--- config.mk ---
export PLATFORM = sky130hd
export DESIGN_NAME = lcd_bus_reader
export DESIGN_NICKNAME = d
export VERILOG_FILES = /design/src/rtl/lcd_pkg.sv /design/src/rtl/lcd_cycle_timer.sv /design/src/rtl/lcd_bus_reader.sv
export SDC_FILE = /design/constraint.sdc
export NUM_CORES = 1
export LEC_CHECK = 0
export CAP_MARGIN = 20
export CORE_AREA = 2 2 71 73
export DETAILED_ROUTE_END_ITERATION = 8
export DIE_AREA = 0 0 73 75
export GPL_ROUTABILITY_DRIVEN = 0
export PLACE_DENSITY = 0.83
export SYNTH_ARGS = -nofsm -noshare
export SYNTH_HDL_FRONTEND = slang
export SYNTH_SLANG_ARGS = --single-unit
--- constraint.sdc ---
create_clock -name iCLK -period 2.15 [get_ports iCLK]
set_input_delay 0.3225 -clock iCLK [delete_from_list [all_inputs] [get_ports iCLK]]
set_output_delay 0.3225 -clock iCLK [all_outputs]
set_load 0.03 [all_outputs]
--- src/rtl/lcd_pkg.sv ---
// Shared definitions for the HD44780 bus controllers: FSM state encoding,
// register-select constants, default bus timing and small sizing helpers.
package lcd_pkg;

    // Read/write engine phases of one bus cycle.
    typedef enum logic [2:0] {
        ST_IDLE  = 3'd0,
        ST_SETUP = 3'd1,
        ST_EN_HI = 3'd2,
        ST_HOLD  = 3'd3,
        ST_GAP   = 3'd4,
        ST_DONE  = 3'd5
    } lcd_state_t;

    // Register select values on LCD_RS.
    localparam logic RS_CMD  = 1'b0;
    localparam logic RS_DATA = 1'b1;

    // Default bus timing in 50 MHz clock cycles, shared with the write side.
    localparam int T_AS_CYC      = 3;     // RS/RW setup before EN rises (>= 40 ns)
    localparam int T_EN_CYC      = 25;    // EN high time (>= 450 ns)
    localparam int T_HOLD_CYC    = 2;     // RS/RW hold after EN falls
    localparam int T_GAP_CYC     = 25;    // idle time so a full cycle is >= 1 us
    localparam int MAX_POLLS_DEF = 4000;  // busy-flag reads before a poll gives up

    // Position of the busy flag in a status read.
    localparam int BF_BIT = 7;

    // Bits needed to hold the values 0 .. n-1 (at least one bit).
    function automatic int cnt_width(input int n);
        return (n <= 2) ? 1 : $clog2(n);
    endfunction

    // Largest of four cycle counts, used to size the shared phase timer.
    function automatic int max4(input int a, input int b, input int c, input int d);
        int m;
        m = a;
        if (b > m) m = b;
        if (c > m) m = c;
        if (d > m) m = d;
        return m;
    endfunction

endpackage

--- src/rtl/lcd_cycle_timer.sv ---
// Loadable down-counter that times each bus phase. A load of N-1 makes the
// zero flag rise after N cycles; the count then rests at zero.
module lcd_cycle_timer #(
    parameter int WIDTH = 5
) (
    input  logic             clk,
    input  logic             rst_n,
    input  logic             load,
    input  logic [WIDTH-1:0] load_value,
    output logic             zero
);

    logic [WIDTH-1:0] count;

    // Load has priority; otherwise count down and stop at zero.
    always_ff @(posedge clk or negedge rst_n) begin
        if (!rst_n) begin
            count <= '0;
        end else if (load) begin
            count <= load_value;
        end else if (count != '0) begin
            count <= count - WIDTH'(1);
        end
    end

    assign zero = (count == '0);

endmodule

--- src/rtl/lcd_bus_reader.sv ---
// HD44780 8-bit bus read engine. Performs a single status (BF/AC) or data
// read, or polls the busy flag until it clears or a poll limit is reached.
// All bus strobes and results are registered.
module lcd_bus_reader
    import lcd_pkg::*;
#(
    parameter int T_AS      = T_AS_CYC,
    parameter int T_EN      = T_EN_CYC,
    parameter int T_HOLD    = T_HOLD_CYC,
    parameter int T_GAP     = T_GAP_CYC,
    parameter int MAX_POLLS = MAX_POLLS_DEF
) (
    input  logic       iCLK,
    input  logic       iRST_N,
    input  logic       iStart,
    input  logic       iRS,
    input  logic       iPoll,
    input  logic [7:0] LCD_DATA_IN,
    output logic       LCD_RS,
    output logic       LCD_RW,
    output logic       LCD_EN,
    output logic       oBusy,
    output logic       oDone,
    output logic [7:0] oData,
    output logic       oBF,
    output logic [6:0] oAC,
    output logic       oTimeout
);

    localparam int TW = cnt_width(max4(T_AS, T_EN, T_HOLD, T_GAP));
    localparam int PW = cnt_width(MAX_POLLS);

    localparam logic [TW-1:0] LD_AS   = TW'(T_AS - 1);
    localparam logic [TW-1:0] LD_EN   = TW'(T_EN - 1);
    localparam logic [TW-1:0] LD_HOLD = TW'(T_HOLD - 1);
    localparam logic [TW-1:0] LD_GAP  = TW'(T_GAP - 1);
    localparam logic [PW-1:0] POLL_LAST = PW'(MAX_POLLS - 1);

    lcd_state_t    state;
    logic          rs_sel;       // read type latched at start
    logic          poll_mode;    // repeat status reads while BF=1
    logic [PW-1:0] poll_cnt;     // completed reads beyond the first
    logic          timer_load;
    logic [TW-1:0] timer_value;
    logic          timer_zero;
    logic          busy_again;   // last status read still busy
    logic          poll_more;    // another poll read is allowed

    assign busy_again = poll_mode && oBF;
    assign poll_more  = poll_cnt < POLL_LAST;

    lcd_cycle_timer #(
        .WIDTH(TW)
    ) u_timer (
        .clk       (iCLK),
        .rst_n     (iRST_N),
        .load      (timer_load),
        .load_value(timer_value),
        .zero      (timer_zero)
    );

    // Arm the phase timer on every transition into a timed phase.
    always_comb begin
        timer_load  = 1'b0;
        timer_value = '0;
        case (state)
            ST_IDLE: begin
                if (iStart) begin
                    timer_load  = 1'b1;
                    timer_value = LD_AS;
                end
            end
            ST_SETUP: begin
                if (timer_zero) begin
                    timer_load  = 1'b1;
                    timer_value = LD_EN;
                end
            end
            ST_EN_HI: begin
                if (timer_zero) begin
                    timer_load  = 1'b1;
                    timer_value = LD_HOLD;
                end
            end
            ST_HOLD: begin
                if (timer_zero) begin
                    timer_load  = 1'b1;
                    timer_value = LD_GAP;
                end
            end
            ST_GAP: begin
                if (timer_zero && busy_again && poll_more) begin
                    timer_load  = 1'b1;
                    timer_value = LD_AS;
                end
            end
            default: begin
                timer_load  = 1'b0;
                timer_value = '0;
            end
        endcase
    end

    // Read-cycle sequencer with registered bus strobes and results.
    always_ff @(posedge iCLK or negedge iRST_N) begin
        if (!iRST_N) begin
            state     <= ST_IDLE;
            rs_sel    <= RS_CMD;
            poll_mode <= 1'b0;
            poll_cnt  <= '0;
            LCD_RS    <= 1'b0;
            LCD_RW    <= 1'b0;
            LCD_EN    <= 1'b0;
            oBusy     <= 1'b0;
            oDone     <= 1'b0;
            oData     <= 8'h00;
            oBF       <= 1'b0;
            oAC       <= 7'h00;
            oTimeout  <= 1'b0;
        end else begin
            oDone <= 1'b0;
            case (state)
                ST_IDLE: begin
                    if (iStart) begin
                        rs_sel    <= iRS;
                        poll_mode <= iPoll & ~iRS;
                        poll_cnt  <= '0;
                        oTimeout  <= 1'b0;
                        oBusy     <= 1'b1;
                        LCD_RS    <= iRS;
                        LCD_RW    <= 1'b1;
                        LCD_EN    <= 1'b0;
                        state     <= ST_SETUP;
                    end
                end
                ST_SETUP: begin
                    if (timer_zero) begin
                        LCD_EN <= 1'b1;
                        state  <= ST_EN_HI;
                    end
                end
                ST_EN_HI: begin
                    // Bus is sampled on the last EN-high cycle, when it is settled.
                    if (timer_zero) begin
                        if (rs_sel == RS_DATA) begin
                            oData <= LCD_DATA_IN;
                        end else begin
                            oBF <= LCD_DATA_IN[BF_BIT];
                            oAC <= LCD_DATA_IN[6:0];
                        end
                        LCD_EN <= 1'b0;
                        state  <= ST_HOLD;
                    end
                end
                ST_HOLD: begin
                    if (timer_zero) begin
                        LCD_RW <= 1'b0;
                        LCD_RS <= 1'b0;
                        state  <= ST_GAP;
                    end
                end
                ST_GAP: begin
                    if (timer_zero) begin
                        if (busy_again && poll_more) begin
                            poll_cnt <= poll_cnt + PW'(1);
                            LCD_RS   <= rs_sel;
                            LCD_RW   <= 1'b1;
                            state    <= ST_SETUP;
                        end else begin
                            if (busy_again) begin
                                oTimeout <= 1'b1;
                            end
                            oBusy <= 1'b0;
                            oDone <= 1'b1;
                            state <= ST_DONE;
                        end
                    end
                end
                ST_DONE: begin
                    state <= ST_IDLE;
                end
                default: begin
                    state <= ST_IDLE;
                end
            endcase
        end
    end

endmodule

==> results of run 1 <==
-- report_power, final --
part | leakage (nW) | switching [mW] | internal (mW) | total, mW
combinational | 0.625 | 0.0565 | 0.0520 | 0.108
clock | 0.0541 | 0.283 | 0.344 | 0.627
sequential | 0.559 | 0.0147 | 0.844 | 0.858
-- worst paths after layout --
check,endpoint,startpoint,depth (start not counted)
worst max register to register,oAC[0]$_DFFE_PN0P_,u_timer.count[1]$_DFFE_PN0P_,7
max in group asynchronous,poll_cnt[9]$_DFFE_PN0P_,iRST_N,2
worst min register to register,oTimeout$_DFFE_PN0P_,oTimeout$_DFFE_PN0P_,2
min in group iCLK,oTimeout$_DFFE_PN0P_,oTimeout$_DFFE_PN0P_,2
worst max-delay path,oAC[0]$_DFFE_PN0P_,u_timer.count[1]$_DFFE_PN0P_,7
worst min-delay path,oAC[3]$_DFFE_PN0P_,iRST_N,2
-- per-stage QoR --
| stage | setup WS (ns) | hold slack, ns | util | area, um^2 |
|---|---|---|---|---|
| 2_1_floorplan | 0.00592 | 0.0269 | - | 2120 |
| 3_3_place_gp | 0.0692 | 0.427 | 0.570 | 2660 |
| 3_5_place_dp | 0.00222 | 0.439 | 0.570 | 2660 |
| 4_1_cts | 0.0170 | 0.114 | 0.595 | 2770 |
| 5_1_grt | -0.0832 | 0.148 | 0.610 | 2840 |
| 6_report | 0.0180 | 0.101 | 0.610 | 2840 |
-- synth_stat cells (2+ instances only) --
master / n / area share
inv_1: 5 / 0.0088
a21oi_1: 7 / 0.017
o31ai_1: 2 / 0.0071
nand3_1: 5 / 0.012
and3_1: 2 / 0.0059
xnor2_1: 9 / 0.037
and4_1: 2 / 0.0083
o21ai_0: 6 / 0.014
ha_1: 3 / 0.018
nand2_1: 19 / 0.034
nor4_1: 5 / 0.015
and2_1: 2 / 0.0059
mux2_2: 18 / 0.096
a22o_1: 2 / 0.0083
clkbuf_1: 6 / 0.011
dfrtp_1: 44 / 0.52
o22ai_1: 2 / 0.0059
nor3_1: 4 / 0.0094
nor4b_1: 2 / 0.0083
nand4_1: 5 / 0.015
nor2_1: 14 / 0.025
-- cell type report --
type,count,share of cell area
Sequential cell,44,0.387
Multi-Input combinational cell,135,0.365
Inverter,6,0.00792
Timing Repair Buffer,56,0.177
Clock buffer,5,0.0242
Clock inverter,3,0.0150
Tap cell,54,0.0238
-- cell families after synthesis --
| family | Yosys count | share of synthesized area |
|---|---|---|
| AND/OR/NAND/NOR | 73 | 0.200 |
| flip-flops | 44 | 0.519 |
| AO/OA/AOI/OAI | 30 | 0.0961 |
| multiplexers | 19 | 0.100 |
| buffers and inverters | 14 | 0.0253 |
| XOR/XNOR | 10 | 0.0413 |
| adder cells (fa/ha/maj) | 3 | 0.0177 |
-- sequential cells by signal, indices dropped and copies added (netlist names) --
signal and cells:
poll_cnt 12, oData 8, oAC 7, u_timer.count 5, state 3, LCD_EN 1, LCD_RS 1, LCD_RW 1
oBF 1, oBusy 1, oDone 1, oTimeout 1, poll_mode 1, rs_sel 1
-- layout by cell type, fill, tap and decap left out, drive strengths merged, types with 2 or more instances in the layout --
cell	Yosys	routed
a21oi	7	7
buf	2	23
nor4b	4	4
nand2	19	19
clkinv	1	2
nand4	5	5
dfrtp	44	44
nor4	5	5
nor3	4	4
nor2	15	15
o21ai	6	6
o22ai	2	2
o31ai	2	2
clkbuf	6	5
inv	5	5
clkdlybuf4s50	0	33
a22o	2	2
xnor2	9	9
nand3	5	5
mux2	18	18
or2	2	2
and3	2	2
and2	2	2
ha	3	3
and4	3	3
-- per-layer routing --
layer  vias to the layer above  global-route usage  wire length [um]
met1                       833               0.262              2320
li1                        805                   -                 -
met5                         -                   0                 0
met3                        11              0.0495               249
met2                        57               0.315              2540
met4                         0              0.0638               124
-- repair_timing --
| item | 4_1_cts | 5_1_grt |
|---|---|---|
| pin swaps | 0 | 2 |
| resized for setup | 1 | 17 |
| setup buffers | 0 | 1 |
| setup endpoints to repair | 4 | 10 |
==> metrics.md, run 1 <==
| Metric | Value |
|---|---|
| Max stage delay cell, worst path | `or4b_4` |
| Initial antenna violation count | `0` |
| Max Cap Viol | `0` |
| Drc violations | `0` |
| Clk buf depth | `2` |
| FMAX | `469 MHz` |
| Via density | `5.63` |
| Antenna Nets Post-Route | `0` |
| Sequential share of the synthesized area | `0.519` |
| CTS root buf | `clkbuf_8` |
| Worst Path Required | `2.33 ns` |
| Slew Limit Headroom | `0.632` |
| Slew Viols, Final | `0` |
| Antenna Cells | `0` |
| Pleak | `1.24 nW` |
| Clock Skews | `0.00418 ns` |
| Die Y-Extent | `75 um` |
| CTS tree | `yes` |
| Die area | `5480 um^2` |
| Outcome | `completed` |
| Hpwl dp | `3450 um` |
| Vias | `1706` |
| CP top delay family | `simple AND/OR/NAND/NOR gates` |
| Die width | `73 um` |
| Initial DRC Count | `134` |
| Clock sink count | `44` |
| Fin. Hold Viols | `0` |
| Netlist cell types | `50` |
| Final non-filler cell total | `303` |
| Post-synth EDFFs | `0` |
| Arrival time worst endpoint | `2.31 ns` |
| CP peak stage delay | `0.50 ns` |
| Share of cells above drive strength 1 | `0.261` |
| Synthesized area | `2120 um^2` |
| Starting Density | `0.455` |
| Final period utilization | `0.992` |
| Setup CP Type | `register to register` |
| Drt total wl | `5230 um` |
| Setup TNS | `0 ns` |
| Crit path max fanout | `8` |
| Row cnt | `25` |
| First-pass iteration count of the detailed router | `4` |
| RSZ-0062 raised after global routing | `true` |
| First-pass GRT wire length | `8110 um` |
| Fin crit period | `2.13 ns` |
| Main synth FF type | `dfrtp_1` |
| H-Tree Depth | `2` |
| Global route overflow | `0` |
| # fillers | `362` |
| # nets final | `264` |
| Max IR drop VDD | `0.450 mV` |
| Clock transition at the registers of the reported paths | `0.08 ns` |
| Synthesized area per cell | `11.0 um^2` |
| # setup viols final | `0` |
| Placed cells | `294` |
| Clock Latency Late Sink | `0.29 ns` |
| Power Dens Cells | `560 nW/um^2` |
| Cells after Synth | `193` |
| Ordered list of cells on the worst path | `inv_2, ha_4, or4b_4, nor2_4, nor4b_4, buf_6, mux2_4` |
| Synth async-reset ratio | `1.00` |
| GRT Util Overall | `0.196` |
| Crit start category | `register` |
| Critical path buffer and inverter count | `2` |
| P&R area growth vs syn | `34.0%` |
| Vias in the first global route | `1661` |
| Number of synthesized register bits | `44` |
| Wire per inst | `17.3 um` |
| Multi-input logic area | `1040 um^2` |
| Storage element area | `1100 um^2` |
| Core area | `4660 um^2` |
| IO Pins | `35` |
| Hold Crit Class | `input pin to asynchronous set/reset pin` |
| Post-Syn Nets | `209` |
| R2R Setup Slk | `0.02 ns` |
| Warnings from Yosys | `0` |
| Number of buffers created by CTS | `5` |
| Worst Max-Slew Pin Slew | `0.552 ns` |
| Total power | `1.59 mW` |
| Crit path capture type | `register` |
| Largest net degree at the start of global routing | `45` |
| PortBufs | `34` |
| Cts hold-fix bufs | `0` |
Note: power is estimated with default switching activity, not from simulation.
==> run 2, diff against run 1 <==
--- a/config.mk
+++ b/config.mk
@@ -5,6 +5,7 @@
 export SDC_FILE = /design/constraint.sdc
 export NUM_CORES = 1
 export LEC_CHECK = 0
+export ABC_CLOCK_PERIOD_IN_PS = 2150
 export CAP_MARGIN = 20
 export CORE_AREA = 2 2 71 73
 export DETAILED_ROUTE_END_ITERATION = 8
==> results of run 2 <==
The final DEF is identical to that of run 1; final timing and power are the same.
==> run 3, diff against run 2 <==
--- a/config.mk
+++ b/config.mk
@@ -5,7 +5,7 @@
 export SDC_FILE = /design/constraint.sdc
 export NUM_CORES = 1
 export LEC_CHECK = 0
-export ABC_CLOCK_PERIOD_IN_PS = 2150
+export ABC_CLOCK_PERIOD_IN_PS = 1900
 export CAP_MARGIN = 20
 export CORE_AREA = 2 2 71 73
 export DETAILED_ROUTE_END_ITERATION = 8
==> constraint.sdc (replaced) <==
create_clock -name iCLK -period 1.9 [get_ports iCLK]
set_input_delay 0.285 -clock iCLK [delete_from_list [all_inputs] [get_ports iCLK]]
set_output_delay 0.285 -clock iCLK [all_outputs]
set_load 0.03 [all_outputs]
==> run 3 against run 2 <==
  * The flow now finishes with violations (setup timing)
  * Wire length rose by 8.6%
  * Sequential cell count did not move
  * Cell count rose by 7.6%
  * Global-route usage rose by 2.0 points
  * Setup slack got worse by 0.22 ns
  * Critical endpoint unchanged
  * Critical path type unchanged
  * Hold slack got worse by 0.073 ns
  * Register-to-register slack got worse by 0.22 ns
==> metrics.md, run 3 (synthesis results as in run 1) <==
| Metric | Value |
|---|---|
| H-Tree Depth | `2 (unchanged)` |
| Max Cap Viol | `0 (unchanged)` |
| Clock Latency Late Sink | `0.31 ns (+0.02 ns)` |
| Place WS | `-0.158 ns (-0.160 ns)` |
| P&R area growth vs syn | `50.8%` |
| Worst Path Required | `2.09 ns (-0.24 ns)` |
| Most frequent cells in the layout | `44 x dfrtp_1, 36 x buf_4, 33 x clkdlybuf4s50_1` |
| Fin. Hold Viols | `0 (unchanged)` |
| Arrival time worst endpoint | `2.29 ns (-0.02 ns)` |
| # setup viols final | `22 (+22)` |
| Drc violations | `0 (unchanged)` |
| Total power | `1.83 mW (+15%)` |
| Die width | `73 um (unchanged)` |
| Antenna Cells | `0 (unchanged)` |
| Die area | `5480 um^2 (unchanged)` |
| CP top delay family | `simple AND/OR/NAND/NOR gates` |
| Initial DRC Count | `150 (+12%)` |
| Global route overflow | `0 (unchanged)` |
| First-pass GRT wire length | `8910 um (+9.9%)` |
| Crit start category | `register` |
| Core area | `4660 um^2 (unchanged)` |
| IO Pins | `35 (unchanged)` |
| Max reg flops | `12 (unchanged)` |
| Max stage delay cell, worst path | `or4b_4` |
| Clock sink count | `44 (unchanged)` |
| FMAX | `477 MHz (+1.6%)` |
| Clock transition at the registers of the reported paths | `0.10 ns (+0.02 ns)` |
| Vias in the first global route | `1877 (+13%)` |
| RSZ-0062 raised after global routing | `true` |
| Via density | `5.64 (+0.19%)` |
| Crit path capture type | `register` |
| Die Y-Extent | `75 um (unchanged)` |
| Worst Max-Slew Pin Slew | `0.548 ns (-0.00325 ns)` |
| Crit path max fanout | `8 (unchanged)` |
| Slew Viols, Final | `0 (unchanged)` |
| PortBufs | `34 (unchanged)` |
| Number of buffers created by CTS | `5 (unchanged)` |
| Failing checks | `setup timing` |
| Share of cells above drive strength 1 | `0.375 (+0.114)` |
| Cts hold-fix bufs | `0 (unchanged)` |
| Most flops, register | `poll_cnt` |
| First-pass iteration count of the detailed router | `4 (unchanged)` |
| R2R Setup Slk | `-0.20 ns (-0.22 ns)` |
| Clk buf depth | `2 (unchanged)` |
| Final worst slack | `-0.198 ns (-0.216 ns)` |
| Ordered list of cells on the worst path | `inv_2, ha_4, or4b_4, nor2_4, nor4b_4, buf_6, mux2_4` |
| Initial antenna violation count | `0 (unchanged)` |
| Outcome | `finished with violations` |
| Vias | `1839 (+7.8%)` |
| Regs by FF count | `poll_cnt: 12 flops, oData: 8 flops, oAC: 7 flops` |
| Wire per inst | `17.4 um (+0.90%)` |
| Max IR drop VDD | `0.608 mV (+35%)` |
| Hpwl dp | `3620 um (+5.2%)` |
| Pleak | `1.36 nW (+10%)` |
| Starting Density | `0.455 (unchanged)` |
| Critical path buffer and inverter count | `2 (unchanged)` |
| Drt total wl | `5680 um (+8.6%)` |
| Antenna Nets Post-Route | `0 (unchanged)` |
| Row cnt | `25 (unchanged)` |
| GRT Util Overall | `0.216 (+0.0201)` |
| CP peak stage delay | `0.48 ns (-0.02 ns)` |
| Fin crit period | `2.10 ns (-0.0337 ns)` |
| Setup CP Type | `register to register` |
| Largest net degree at the start of global routing | `45 (unchanged)` |
| Clock Skews | `0.0141 ns (+0.00988 ns)` |
| Placed cells | `309 (+5.1%)` |
| Slew Limit Headroom | `0.634 (+0.00217)` |
| Commonest non-fill, non-tap cell in the layout | `dfrtp_1` |
| Fin util | `0.686 (+0.0762)` |
| Hold Crit Class | `input pin to asynchronous set/reset pin` |
| Final period utilization | `1.10 (+0.113)` |
| CTS tree | `yes` |
| Power Dens Cells | `571 nW/um^2 (+1.9%)` |
| Final non-filler cell total | `326 (+7.6%)` |
| # fillers | `297 (-18%)` |
| CTS root buf | `clkbuf_8` |
| # nets final | `287 (+8.7%)` |
[run 3: cell count changes in the layout (fill, tap and decap cells not counted), moves of 2 or more]
cell / change
buf_4: +15
buf_6: +8
nor3_1: -2
nor3_4: +2
nor4_1: -5
nor4_4: +4
nor4b_4: +2
[run 3: layout make-up]
type	instances	area [um^2]	share of cell area
clock buffer	5	68.8	0.0215
multi-input combinational	135	1190	0.372
timing repair buffer	79	707	0.221
inverter	6	22.5	0.00704
tap	54	67.6	0.0211
clock inverter	3	42.5	0.0133
sequential	44	1100	0.344
[run 3: per-stage QoR]
stage | hold WS, ns | cell area [um^2] | TNS [ns]
2_1_floorplan | -0.0106 | 2160 | -2.86
3_3_place_gp | 0.394 | 2800 | -1.24
3_5_place_dp | 0.401 | 2800 | -2.44
4_1_cts | 0.0594 | 3000 | -1.88
5_1_grt | 0.100 | 3200 | -3.73
6_report | 0.0282 | 3200 | -2.49
[run 3: path summary, 6_finish.rpt]
path,start,to,cells after the start
min in group iCLK,oTimeout$_DFFE_PN0P_,oTimeout$_DFFE_PN0P_,2
max in group asynchronous,iRST_N,state[0]$_DFFE_PN0P_,2
worst min-delay path,iRST_N,poll_cnt[10]$_DFFE_PN0P_,2
worst max register to register,u_timer.count[1]$_DFFE_PN0P_,oAC[0]$_DFFE_PN0P_,7
worst max-delay path,u_timer.count[1]$_DFFE_PN0P_,oAC[0]$_DFFE_PN0P_,7
worst min register to register,oTimeout$_DFFE_PN0P_,oTimeout$_DFFE_PN0P_,2
[run 3: routing by layer]
| metal | wire (um) | share of wire | GRT usage |
|---|---|---|---|
| met1 | 2310 | 0.41 | 0.276 |
| met2 | 2900 | 0.51 | 0.359 |
| met3 | 354 | 0.062 | 0.0495 |
| met4 | 119 | 0.021 | 0.0844 |
| met5 | 0 | 0 | 0 |
[run 3: repair_timing]
| action | CTS | global route |
|---|---|---|
| resized for setup | 12 | 33 |
| endpoints found under the setup margin | 29 | 31 |
| pin swaps | 7 | 15 |
| buffers inserted | 4 | 7 |
| cloned | 0 | 0 |
| endpoints found under the hold margin | 0 | 0 |
[run 3: worst reg2reg max path, delay by kind of cell (launching register included)]
family                     cells  cell delay (ns)
adders and majority gates      1             0.13
buffers and inverters          2             0.29
muxes                          1             0.31
DFF                            1             0.40
and+or+nand+nor                3             0.84
[run 3: power breakdown]
| part | leakage [nW] | switching, mW | total, mW | internal [mW] |
|---|---|---|---|---|
| clock | 0.0541 | 0.343 | 0.732 | 0.389 |
| combinational | 0.752 | 0.0631 | 0.124 | 0.0610 |
| sequential | 0.559 | 0.0159 | 0.971 | 0.955 |
